`config.mk`:
```
export PLATFORM = sky130hd
export DESIGN_NAME = control_unit_legv8
export DESIGN_NICKNAME = d
export VERILOG_FILES = /design/src/rtl/legv8_pkg.sv /design/src/rtl/legv8_decoder.sv /design/src/rtl/control_unit_legv8.sv
export SDC_FILE = /design/constraint.sdc
export NUM_CORES = 1
export LEC_CHECK = 0
export ABC_CLOCK_PERIOD_IN_PS = 4700
export BUFFER_PORTS_ARGS = -buffer_cell sky130_fd_sc_hd__buf_2
export CORE_MARGIN = 1
export CORE_UTILIZATION = 55
export DETAILED_ROUTE_END_ITERATION = 12
export PLACE_DENSITY = 0.83
export SLEW_MARGIN = 30
export SYNTH_ARGS = -nofsm -noshare
export SYNTH_HDL_FRONTEND = slang
export SYNTH_SLANG_ARGS = --single-unit
```
`constraint.sdc`:
```
create_clock -name clock -period 4.7 [get_ports clock]
set_input_delay 0.235 -clock clock [delete_from_list [all_inputs] [get_ports clock]]
set_output_delay 0.235 -clock clock [all_outputs]
set_load 0.02 [all_outputs]
```
`src/rtl/legv8_pkg.sv`:
```
`default_nettype none
// ============================================================================
// Module      : legv8_pkg
// Description : Shared definitions for the LEGv8 control unit and datapath:
//               sequencer states, opcode prefixes, ALU function codes and
//               control-word bit positions.
// Revision    : 1.0 - initial release
// ============================================================================
package legv8_pkg;

  // Sequencer states
  typedef enum logic [2:0] {
    RESET_S = 3'd0,
    FETCH   = 3'd1,
    DECODE  = 3'd2,
    EXECUTE = 3'd3,
    HALT    = 3'd4
  } state_t;

  // Branch behaviour resolved in EXECUTE
  typedef enum logic [1:0] {
    BR_NONE = 2'd0,
    BR_B    = 2'd1,
    BR_CBZ  = 2'd2,
    BR_CBNZ = 2'd3
  } br_kind_t;

  // Opcode prefixes, grouped by how many leading bits identify them
  localparam logic [10:0] C_OP_ADD  = 11'b10001011000;
  localparam logic [10:0] C_OP_SUB  = 11'b11001011000;
  localparam logic [10:0] C_OP_AND  = 11'b10001010000;
  localparam logic [10:0] C_OP_ORR  = 11'b10101010000;
  localparam logic [10:0] C_OP_LDUR = 11'b11111000010;
  localparam logic [10:0] C_OP_STUR = 11'b11111000000;
  localparam logic [9:0]  C_OP_ADDI = 10'b1001000100;
  localparam logic [9:0]  C_OP_SUBI = 10'b1101000100;
  localparam logic [7:0]  C_OP_CBZ  = 8'b10110100;
  localparam logic [7:0]  C_OP_CBNZ = 8'b10110101;
  localparam logic [5:0]  C_OP_B    = 6'b000101;

  // ALU function select codes
  localparam logic [4:0] C_FS_ADD = 5'b01000;
  localparam logic [4:0] C_FS_SUB = 5'b01001;
  localparam logic [4:0] C_FS_AND = 5'b00000;
  localparam logic [4:0] C_FS_OR  = 5'b00100;

  // Memory access sizes
  localparam logic [1:0] C_SIZE_WORD  = 2'b10;
  localparam logic [1:0] C_SIZE_DWORD = 2'b11;

  // Control-word bit positions (fields are 5 bits wide unless noted)
  localparam int C_CW_SB_LSB   = 0;
  localparam int C_CW_SA_LSB   = 5;
  localparam int C_CW_DA_LSB   = 10;
  localparam int C_CW_RW       = 15;
  localparam int C_CW_MW       = 16;
  localparam int C_CW_SIZE_LSB = 17;  // 2 bits
  localparam int C_CW_C0       = 19;
  localparam int C_CW_FS_LSB   = 20;
  localparam int C_CW_SL       = 25;
  localparam int C_CW_IL       = 26;
  localparam int C_CW_BSEL     = 27;
  localparam int C_CW_CS       = 28;
  localparam int C_CW_WE       = 29;
  localparam int C_CW_RE       = 30;
  localparam int C_CW_ADDR_SEL = 31;

endpackage
`default_nettype wire

```
`src/rtl/legv8_decoder.sv`:
```
`default_nettype none
// ============================================================================
// Module      : legv8_decoder
// Description : Combinational decode of a LEGv8 instruction into the EXECUTE
//               control word, immediate constant, branch kind and offset.
// Revision    : 1.0 - initial release
// ============================================================================
module legv8_decoder
  import legv8_pkg::*;
(
  input  logic [31:0] i_instr,
  output logic [31:0] o_cw,
  output logic [63:0] o_constant,
  output logic [1:0]  o_br_kind,
  output logic [31:0] o_br_offset,  // byte offset, already sign-extended and scaled
  output logic        o_undefined
);

  logic [10:0] w_op11;
  logic [9:0]  w_op10;
  logic [7:0]  w_op8;
  logic [5:0]  w_op6;
  logic [4:0]  w_rd;   // also Rt for loads, stores and CBZ/CBNZ
  logic [4:0]  w_rn;
  logic [4:0]  w_rm;
  logic [11:0] w_imm12;
  logic [8:0]  w_imm9;
  logic [25:0] w_imm26;
  logic [18:0] w_imm19;

  assign w_op11  = i_instr[31:21];
  assign w_op10  = i_instr[31:22];
  assign w_op8   = i_instr[31:24];
  assign w_op6   = i_instr[31:26];
  assign w_rd    = i_instr[4:0];
  assign w_rn    = i_instr[9:5];
  assign w_rm    = i_instr[20:16];
  assign w_imm12 = i_instr[21:10];
  assign w_imm9  = i_instr[20:12];
  assign w_imm26 = i_instr[25:0];
  assign w_imm19 = i_instr[23:5];

  // Prefix match, checked longest-first so the most specific opcode wins
  always_comb begin
    o_cw        = '0;
    o_constant  = '0;
    o_br_kind   = BR_NONE;
    o_br_offset = '0;
    o_undefined = 1'b0;
    if (w_op11 == C_OP_ADD || w_op11 == C_OP_SUB ||
        w_op11 == C_OP_AND || w_op11 == C_OP_ORR) begin
      o_cw[C_CW_DA_LSB +: 5] = w_rd;
      o_cw[C_CW_SA_LSB +: 5] = w_rn;
      o_cw[C_CW_SB_LSB +: 5] = w_rm;
      o_cw[C_CW_RW]          = 1'b1;
      case (w_op11)
        C_OP_SUB: begin
          o_cw[C_CW_FS_LSB +: 5] = C_FS_SUB;
          o_cw[C_CW_C0]          = 1'b1;
        end
        C_OP_AND: o_cw[C_CW_FS_LSB +: 5] = C_FS_AND;
        C_OP_ORR: o_cw[C_CW_FS_LSB +: 5] = C_FS_OR;
        default:  o_cw[C_CW_FS_LSB +: 5] = C_FS_ADD;
      endcase
    end else if (w_op11 == C_OP_LDUR || w_op11 == C_OP_STUR) begin
      // Address = Rn + sext(imm9); the ALU result drives the memory address
      o_cw[C_CW_SA_LSB +: 5]   = w_rn;
      o_cw[C_CW_BSEL]          = 1'b1;
      o_cw[C_CW_FS_LSB +: 5]   = C_FS_ADD;
      o_cw[C_CW_CS]            = 1'b1;
      o_cw[C_CW_SIZE_LSB +: 2] = C_SIZE_DWORD;
      o_cw[C_CW_ADDR_SEL]      = 1'b1;
      o_constant               = {{55{w_imm9[8]}}, w_imm9};
      if (w_op11 == C_OP_LDUR) begin
        o_cw[C_CW_RE]          = 1'b1;
        o_cw[C_CW_DA_LSB +: 5] = w_rd;
        o_cw[C_CW_RW]          = 1'b1;
      end else begin
        o_cw[C_CW_SB_LSB +: 5] = w_rd;
        o_cw[C_CW_WE]          = 1'b1;
        o_cw[C_CW_MW]          = 1'b1;
      end
    end else if (w_op10 == C_OP_ADDI || w_op10 == C_OP_SUBI) begin
      o_cw[C_CW_DA_LSB +: 5] = w_rd;
      o_cw[C_CW_SA_LSB +: 5] = w_rn;
      o_cw[C_CW_BSEL]        = 1'b1;
      o_cw[C_CW_RW]          = 1'b1;
      o_constant             = {52'd0, w_imm12};
      if (w_op10 == C_OP_SUBI) begin
        o_cw[C_CW_FS_LSB +: 5] = C_FS_SUB;
        o_cw[C_CW_C0]          = 1'b1;
      end else begin
        o_cw[C_CW_FS_LSB +: 5] = C_FS_ADD;
      end
    end else if (w_op8 == C_OP_CBZ || w_op8 == C_OP_CBNZ) begin
      // Rt + 0 through the ALU so the datapath's Z flag reflects Rt == 0
      o_cw[C_CW_SA_LSB +: 5] = w_rd;
      o_cw[C_CW_BSEL]        = 1'b1;
      o_cw[C_CW_FS_LSB +: 5] = C_FS_ADD;
      o_br_kind              = (w_op8 == C_OP_CBZ) ? BR_CBZ : BR_CBNZ;
      o_br_offset            = {{11{w_imm19[18]}}, w_imm19, 2'b00};
    end else if (w_op6 == C_OP_B) begin
      o_br_kind   = BR_B;
      o_br_offset = {{4{w_imm26[25]}}, w_imm26, 2'b00};
    end else begin
      o_undefined = 1'b1;
    end
  end

endmodule
`default_nettype wire

```
`src/rtl/control_unit_legv8.sv`:
```
`default_nettype none
// ============================================================================
// Module      : control_unit_legv8
// Description : Multi-cycle LEGv8 sequencer (FETCH/DECODE/EXECUTE) driving
//               the datapath control word, constant and PC, with branch and
//               CBZ/CBNZ resolution from the ALU status.
// Revision    : 1.0 - initial release
// ============================================================================
module control_unit_legv8
  import legv8_pkg::*;
#(
  parameter int                    PC_WIDTH = 32,
  parameter logic [PC_WIDTH-1:0]   PC_RESET = '0
) (
  input  logic                clock,
  input  logic                reset,
  input  logic [31:0]         instruction,
  input  logic [3:0]          status,       // {V,C,N,Z}
  output logic [31:0]         ControlWord,
  output logic [63:0]         constant,
  output logic [PC_WIDTH-1:0] pc,
  output logic                pc_oe,
  output logic                halted
);

  localparam logic [PC_WIDTH-1:0] C_PC_STEP = PC_WIDTH'(4);

  state_t              r_state;
  state_t              w_next_state;
  logic [31:0]         r_ir;
  logic [PC_WIDTH-1:0] r_pc;
  logic [PC_WIDTH-1:0] r_instr_pc;

  logic [31:0]         w_dec_cw;
  logic [63:0]         w_dec_constant;
  logic [1:0]          w_br_kind;
  logic [31:0]         w_br_offset;
  logic                w_undefined;
  logic                w_taken;
  logic [PC_WIDTH-1:0] w_branch_target;
  logic                w_status_unused;

  // Only Z takes part in branch resolution
  assign w_status_unused = ^status[3:1];

  // Decode always works from the registered instruction, never the bus
  legv8_decoder u_decoder (
    .i_instr     (r_ir),
    .o_cw        (w_dec_cw),
    .o_constant  (w_dec_constant),
    .o_br_kind   (w_br_kind),
    .o_br_offset (w_br_offset),
    .o_undefined (w_undefined)
  );

  // Targets are relative to the fetch address, wrapping mod 2^PC_WIDTH
  assign w_branch_target = r_instr_pc + PC_WIDTH'($signed(w_br_offset));
  assign pc              = r_pc;

  // Branch decision from the kind and the Z flag
  always_comb begin
    w_taken = 1'b0;
    case (w_br_kind)
      BR_B:    w_taken = 1'b1;
      BR_CBZ:  w_taken = status[0];
      BR_CBNZ: w_taken = ~status[0];
      default: w_taken = 1'b0;
    endcase
  end

  // State register
  always_ff @(posedge clock or posedge reset) begin
    if (reset) begin
      r_state <= RESET_S;
    end else begin
      r_state <= w_next_state;
    end
  end

  // Instruction capture, PC increment and branch redirect
  always_ff @(posedge clock or posedge reset) begin
    if (reset) begin
      r_pc       <= PC_RESET;
      r_instr_pc <= '0;
      r_ir       <= '0;
    end else begin
      case (r_state)
        FETCH: begin
          r_ir       <= instruction;
          r_instr_pc <= r_pc;
        end
        DECODE:  r_pc <= r_pc + C_PC_STEP;
        EXECUTE: if (w_taken) r_pc <= w_branch_target;
        default: ;
      endcase
    end
  end

  // Next-state and output decode from registered state only
  always_comb begin
    w_next_state = r_state;
    ControlWord  = '0;
    constant     = '0;
    pc_oe        = 1'b0;
    halted       = 1'b0;
    case (r_state)
      RESET_S: w_next_state = FETCH;
      FETCH: begin
        ControlWord[C_CW_CS]            = 1'b1;
        ControlWord[C_CW_RE]            = 1'b1;
        ControlWord[C_CW_IL]            = 1'b1;
        ControlWord[C_CW_SIZE_LSB +: 2] = C_SIZE_WORD;
        pc_oe                           = 1'b1;
        w_next_state                    = DECODE;
      end
      DECODE:  w_next_state = w_undefined ? HALT : EXECUTE;
      EXECUTE: begin
        ControlWord  = w_dec_cw;
        constant     = w_dec_constant;
        w_next_state = FETCH;
      end
      HALT:    halted = 1'b1;
      default: w_next_state = RESET_S;
    endcase
  end

endmodule
`default_nettype wire
```
---- After elaboration in Yosys (flattened, before gate mapping) ----
Index checks and enable logic that the tools add are counted.
storage, ports and cells
  register bits ........................... 99
  bits of input ports ..................... 38
  output and inout bits ................... 130
cells by class
  $add $sub $neg .......................... 2
  equal/unequal tests ..................... 19
  mux-type cells .......................... 62
  bitwise operators ....................... 1
  reduce and logical (&&, ||, !) cells .... 10
operator list
  kind                                                  number
  two-way mux 32 bit                                    6
  two-way mux 64 bit                                    3
  equality test 11 bit (second input constant)          6
  one-hot mux 32 bit (2 select lines)                   1
  two-way mux 5 bit                                     7
  adder 32 x 3 -> 32 bit (second input constant)        1
  adder 32 bit                                          1
  two-way mux 6 bit                                     4
  two-way mux 1 bit                                     22
  equality test 10 bit (second input constant)          2
  two-way mux 17 bit                                    1
  equality test 8 bit (second input constant)           2
  two-way mux 16 bit                                    1
  two-way mux 12 bit                                    1
  one-hot mux 3 bit (4 select lines)                    1
  one-hot mux 4 bit (3 select lines)                    1
  two-way mux 11 bit                                    1
  two-way mux 3 bit                                     3
  two-way mux 2 bit                                     4
  two-way mux 4 bit                                     2
  equality test 3 x 2 -> 1 bit (second input constant)  2
  equality test 6 x 3 -> 1 bit (second input constant)  1
  logical OR 1 bit                                      6
  equality test 2 bit (second input constant)           2
  other kinds (12)                                      13

---- Logic depth before layout (Yosys ltp) ----
  depth in word-level cells ............... 10
  gate-level depth with buffers ........... 16
  depth with buffers taken out ............ 15

---- Cells and area by module ----
A second synthesis with hierarchy kept.
unflattened totals
  cells, all modules ...................... 923
  area total of the unflattened synthesis .. 7972.6 µm²
by module, submodules not included
  module              times used  cells an instance  area an instance (µm²)  sequential area each (µm²)
  control_unit_legv8  1           732                6667.6                  2477.4
  legv8_decoder       1           191                1305.0                  0.0

---- Worst setup path after synthesis ----
Ideal clock, no wire load.
  path type ............................... register -> register
  start point ............................. register r_ir[27]
  end point ............................... register r_pc[29], in the netlist pc[29]
  library setup time ...................... 116 ps
  arrival ................................. 3439 ps
  slack ................................... 1146 ps
  stages on the path, launching flop included .. 15
  path buffers ............................ 1
  period minus slack after synthesis ...... 3554 ps
  cells stage by stage .................... dfrtp_1 -> nor2_1 -> nand3_1 -> nor3_1 -> clkbuf_1 -> a22o_1 -> ha_1 -> a21o_1 -> a221o_1 -> a41o_1 -> a41o_1 -> nand4bb_1 -> nand2_1 -> a211o_1 -> o311ai_0
on the way
  cells in the longest elaborated chain, start to end .. 10
ends and longest elaborated chain
  item                                                                   RTL line                  text
  from (decl)                                                            control_unit_legv8.sv:30  logic [31:0] r_ir;
  from (signal assigned)                                                 control_unit_legv8.sv:89  r_ir <= instruction;
  parallel branches: the longest is 10 deep, another holds adder 32 bit  -
  to (signal assigned)                                                   control_unit_legv8.sv:92  DECODE: r_pc <= r_pc + C_PC_STEP;
  to (signal assigned)                                                   control_unit_legv8.sv:93  EXECUTE: if (w_taken) r_pc <= w_branch_target;
  to (decl)                                                              control_unit_legv8.sv:31  logic [PC_WIDTH-1:0] r_pc;
Several ways; the timed one is not identified. The select of a mux whose other input is x is not followed.
A chain may end at the register's enable or synchronous reset.

---- Final worst setup path ----
  start point ............................. register r_ir[27]
  end point ............................... register r_pc[22], in the netlist pc[22]
Same word-level chain as after synthesis.

==> results.toml <==
[logic_synthesis]
synth_top_area_frac = 0.3601
syn_avg_cell_area_um2 = 9.101
post-synth-top-count-cell = "dfrtp_1"
synthCells = 756
async_reset_ff_frac = 1.000
yosysUniqueCellTypes = 61
ys_seq_elements = 99
synth_area_leaders = "dfrtp_1, mux2_2, buf_4"
yosysTopAreaCell = "dfrtp_1"
ys_seq_area_frac = 0.3601
ys_warn_count = 0
netlist_top_cells_count = "dfrtp_1, nand2_1, a21oi_1"
yosys_most_used_dff = "dfrtp_1"
synth_area_um2 = 6880
synth_edf_count = 0

[finish]
antennaDiodeCount = 0
final_nets = 919
drive_above_1_share = 0.3064
area_delta_synth_final_pct = 12.15
fill_cells = 1069

[die]
core_area_um2 = 12110
num_rows = 40
die_x_um = 113.8
die_h_um = 113.8
start_util = 0.5681
dieArea_um2 = 12960
ios = 168

[routing]
wl_per_cell_um = 17.22
viasPerCell = 5.947
vias = 6084
dr.pass1.iters = 5
drc = 0
wirelength_um = 17610
final_antenna_net_count = 0
drt-initial-drc-count = 500

[worst_setup_path]
cp_data_arrival_time_ps = 4230
r2r-start = "r_ir[27]"
critPathTopFamily = "compound AO/OA/AOI/OAI gates"
crit_slowest_cell = "nor3_2"
critPathCaptureType = "flip-flop"
cp_max_fo = 11
crit_path_start = "r_ir[27]"
worst-path-stages = 14
crit_chain = "nor2_1 -> nand3_1 -> nor3_2 -> a22o_1 -> ha_1 -> a211oi_1 -> o21ai_0 -> a21oi_1 -> o21ai_0 -> a2111oi_0 -> nor2_1 -> xor2_1 -> o21ai_0 -> a21oi_1"
r2r_cells = 14
critPathMaxStageDelay_ps = 560
cp-start-kind = "flip-flop"
crit_top_cell = "o21ai_0"
worstSetupPathType = "flip-flop to flip-flop"
crit_required_ps = 4930
cp.buffers_inverters = 0

[global_route]
grt_antenna_before_repair = 0
grt_first_pass_wirelength_um = 28500
grt_overflow = 0
grt_max_degree = 53
grt_pass1_vias = 5613
grtUsageTotal = 0.2818

[clock_tree]
clk_latency_ps = 370
ctsLongestPathBuffers = 2
clock-sinks = 99
ctsResizeCount = 0
htree_levels = 3
cts_buffers = 9
cts-root-buf = "clkbuf_16"
path_clk_slew_ps = 70
tritoncts = "yes"

[timing]
tightest_slew_ps = 807.7
hold_viol_final = 0
slew_headroom = 0.4602
finalMaxSlewViolations = 0
finalSetupViolations = 0
fin_tns_setup_ps = 0
setup_slack_ps = 698.7
max_freq_ghz = 0.2499
period_minus_slack_ps = 4001
clock_skew_ps = 6.572
layout_worst_path_cycle_share = 0.8513
rsz0062_at_grt = "false"

[status]
outcome = "completed"

[power]
vdd_ir_drop_max_mv = 0.4277
powerDensity_nw_per_um2 = 552.6
leakagePower_uw = 0.003755

[placement]
place_ws_ps = 814.7
place_hpwl_um = 12960
gp_congestion = 0.9571
port_buffers = 161

[min_path]
min_path_type = "input pin to flip-flop"
whs_path_depth = 2
holdCritStartpoint = "instruction[6]"

[job]
max_cap_violations = 0
-- flip-flops by register name, summed over array words and instances, names as in the netlist --
register,count
r_ir,32
r_state,3
r_instr_pc,32
pc,32
-- routing by layer --
metal  share of wire  global-route usage
met5               0                   0
met4           0.017             0.09697
met3           0.074             0.05048
met2            0.47              0.4472
met1            0.44              0.3898
-- cell usage in the layout (no fill, tap or decap), drive strengths merged, types with 7 or more instances in the layout --
cell / n
nor4: 7
xnor2: 16
buf: 171
a22o: 32
nor3: 9
a21o: 8
a21oi: 74
ha: 30
xor2: 10
mux2: 64
dfrtp: 99
nor2: 43
inv: 16
nand3: 26
o22ai: 11
clkbuf: 9
nand2b: 8
nand4: 13
and3: 7
and2: 9
o21ai: 39
nand2: 75
-- worst register-to-register path, stage by stage (launching register included) --
cell,delay (ps)
dfrtp_1,420
nor2_1,150
nand3_1,150
nor3_2,560
a22o_1,310
ha_1,310
a211oi_1,300
o21ai_0,180
a21oi_1,290
o21ai_0,270
a2111oi_0,460
nor2_1,100
xor2_1,150
o21ai_0,150
a21oi_1,80
-- final cells by class --
class | instances | area (um2) | share of cell area
Clock buffer | 9 | 225.2 | 0.02919
Clock inverter | 7 | 52.55 | 0.006810
Inverter | 15 | 58.81 | 0.007621
Multi-Input combinational cell | 553 | 3801 | 0.4926
Sequential cell | 99 | 2477 | 0.3211
Tap cell | 168 | 210.2 | 0.02724
Timing Repair Buffer | 172 | 890.9 | 0.1155
-- cells by family (layout without fill, tap and decap cells) --
family,count (synthesis),in the layout,synth area share
AO/OA/AOI/OAI,212,212,0.1984
XOR/XNOR,26,26,0.03310
adder cells (fa/ha/maj),31,31,0.05747
buffers and inverters,106,203,0.09074
flip-flops,99,99,0.3601
multiplexers,64,64,0.1047
other,1,3,0.0005450
AND/OR/NAND/NOR,217,217,0.1549
-- per-stage QoR --
| step | cell area (um2) | hold slack, ps | cells | total power, uW | utilization |
|---|---|---|---|---|---|
| after floorplan | 6888 | 386.7 | 758 | 2968 | - |
| after global placement | 7428 | 359.6 | 1006 | 3468 | 0.6133 |
| after detailed placement | 7428 | 363.5 | 1006 | 3526 | 0.6133 |
| after CTS | 7716 | 93.72 | 1023 | 4247 | 0.6371 |
| after global routing | 7716 | 97.50 | 1023 | 4534 | 0.6371 |
| final | 7716 | 99.80 | 1023 | 4264 | 0.6371 |
-- worst paths after layout --
path | to | slack, ps
max in group asynchronous | pc[29] | 3140
worst min register to register | pc[0] | 470
worst max-delay path | pc[22] | 700
worst max register to register | pc[22] | 700
min in group asynchronous | r_ir[7] | 510
worst min-delay path | r_ir[6] | 100
-- what timing repair did --
item / 4_1_cts / 5_1_grt
hold buffers: 1 / 0
hold endpoints to repair: 51 / 0
setup buffers: 0 / 0
endpoints found under the setup margin: 0 / 0
-- power breakdown --
| part | switching, uW | internal [uW] | leakage, uW |
|---|---|---|---|
| registers | 493 | 1210 | 0.00120 |
| logic | 1030 | 819 | 0.00243 |
| clock network | 351 | 361 | 0.000124 |
Note: power is estimated with default switching activity, not from simulation.
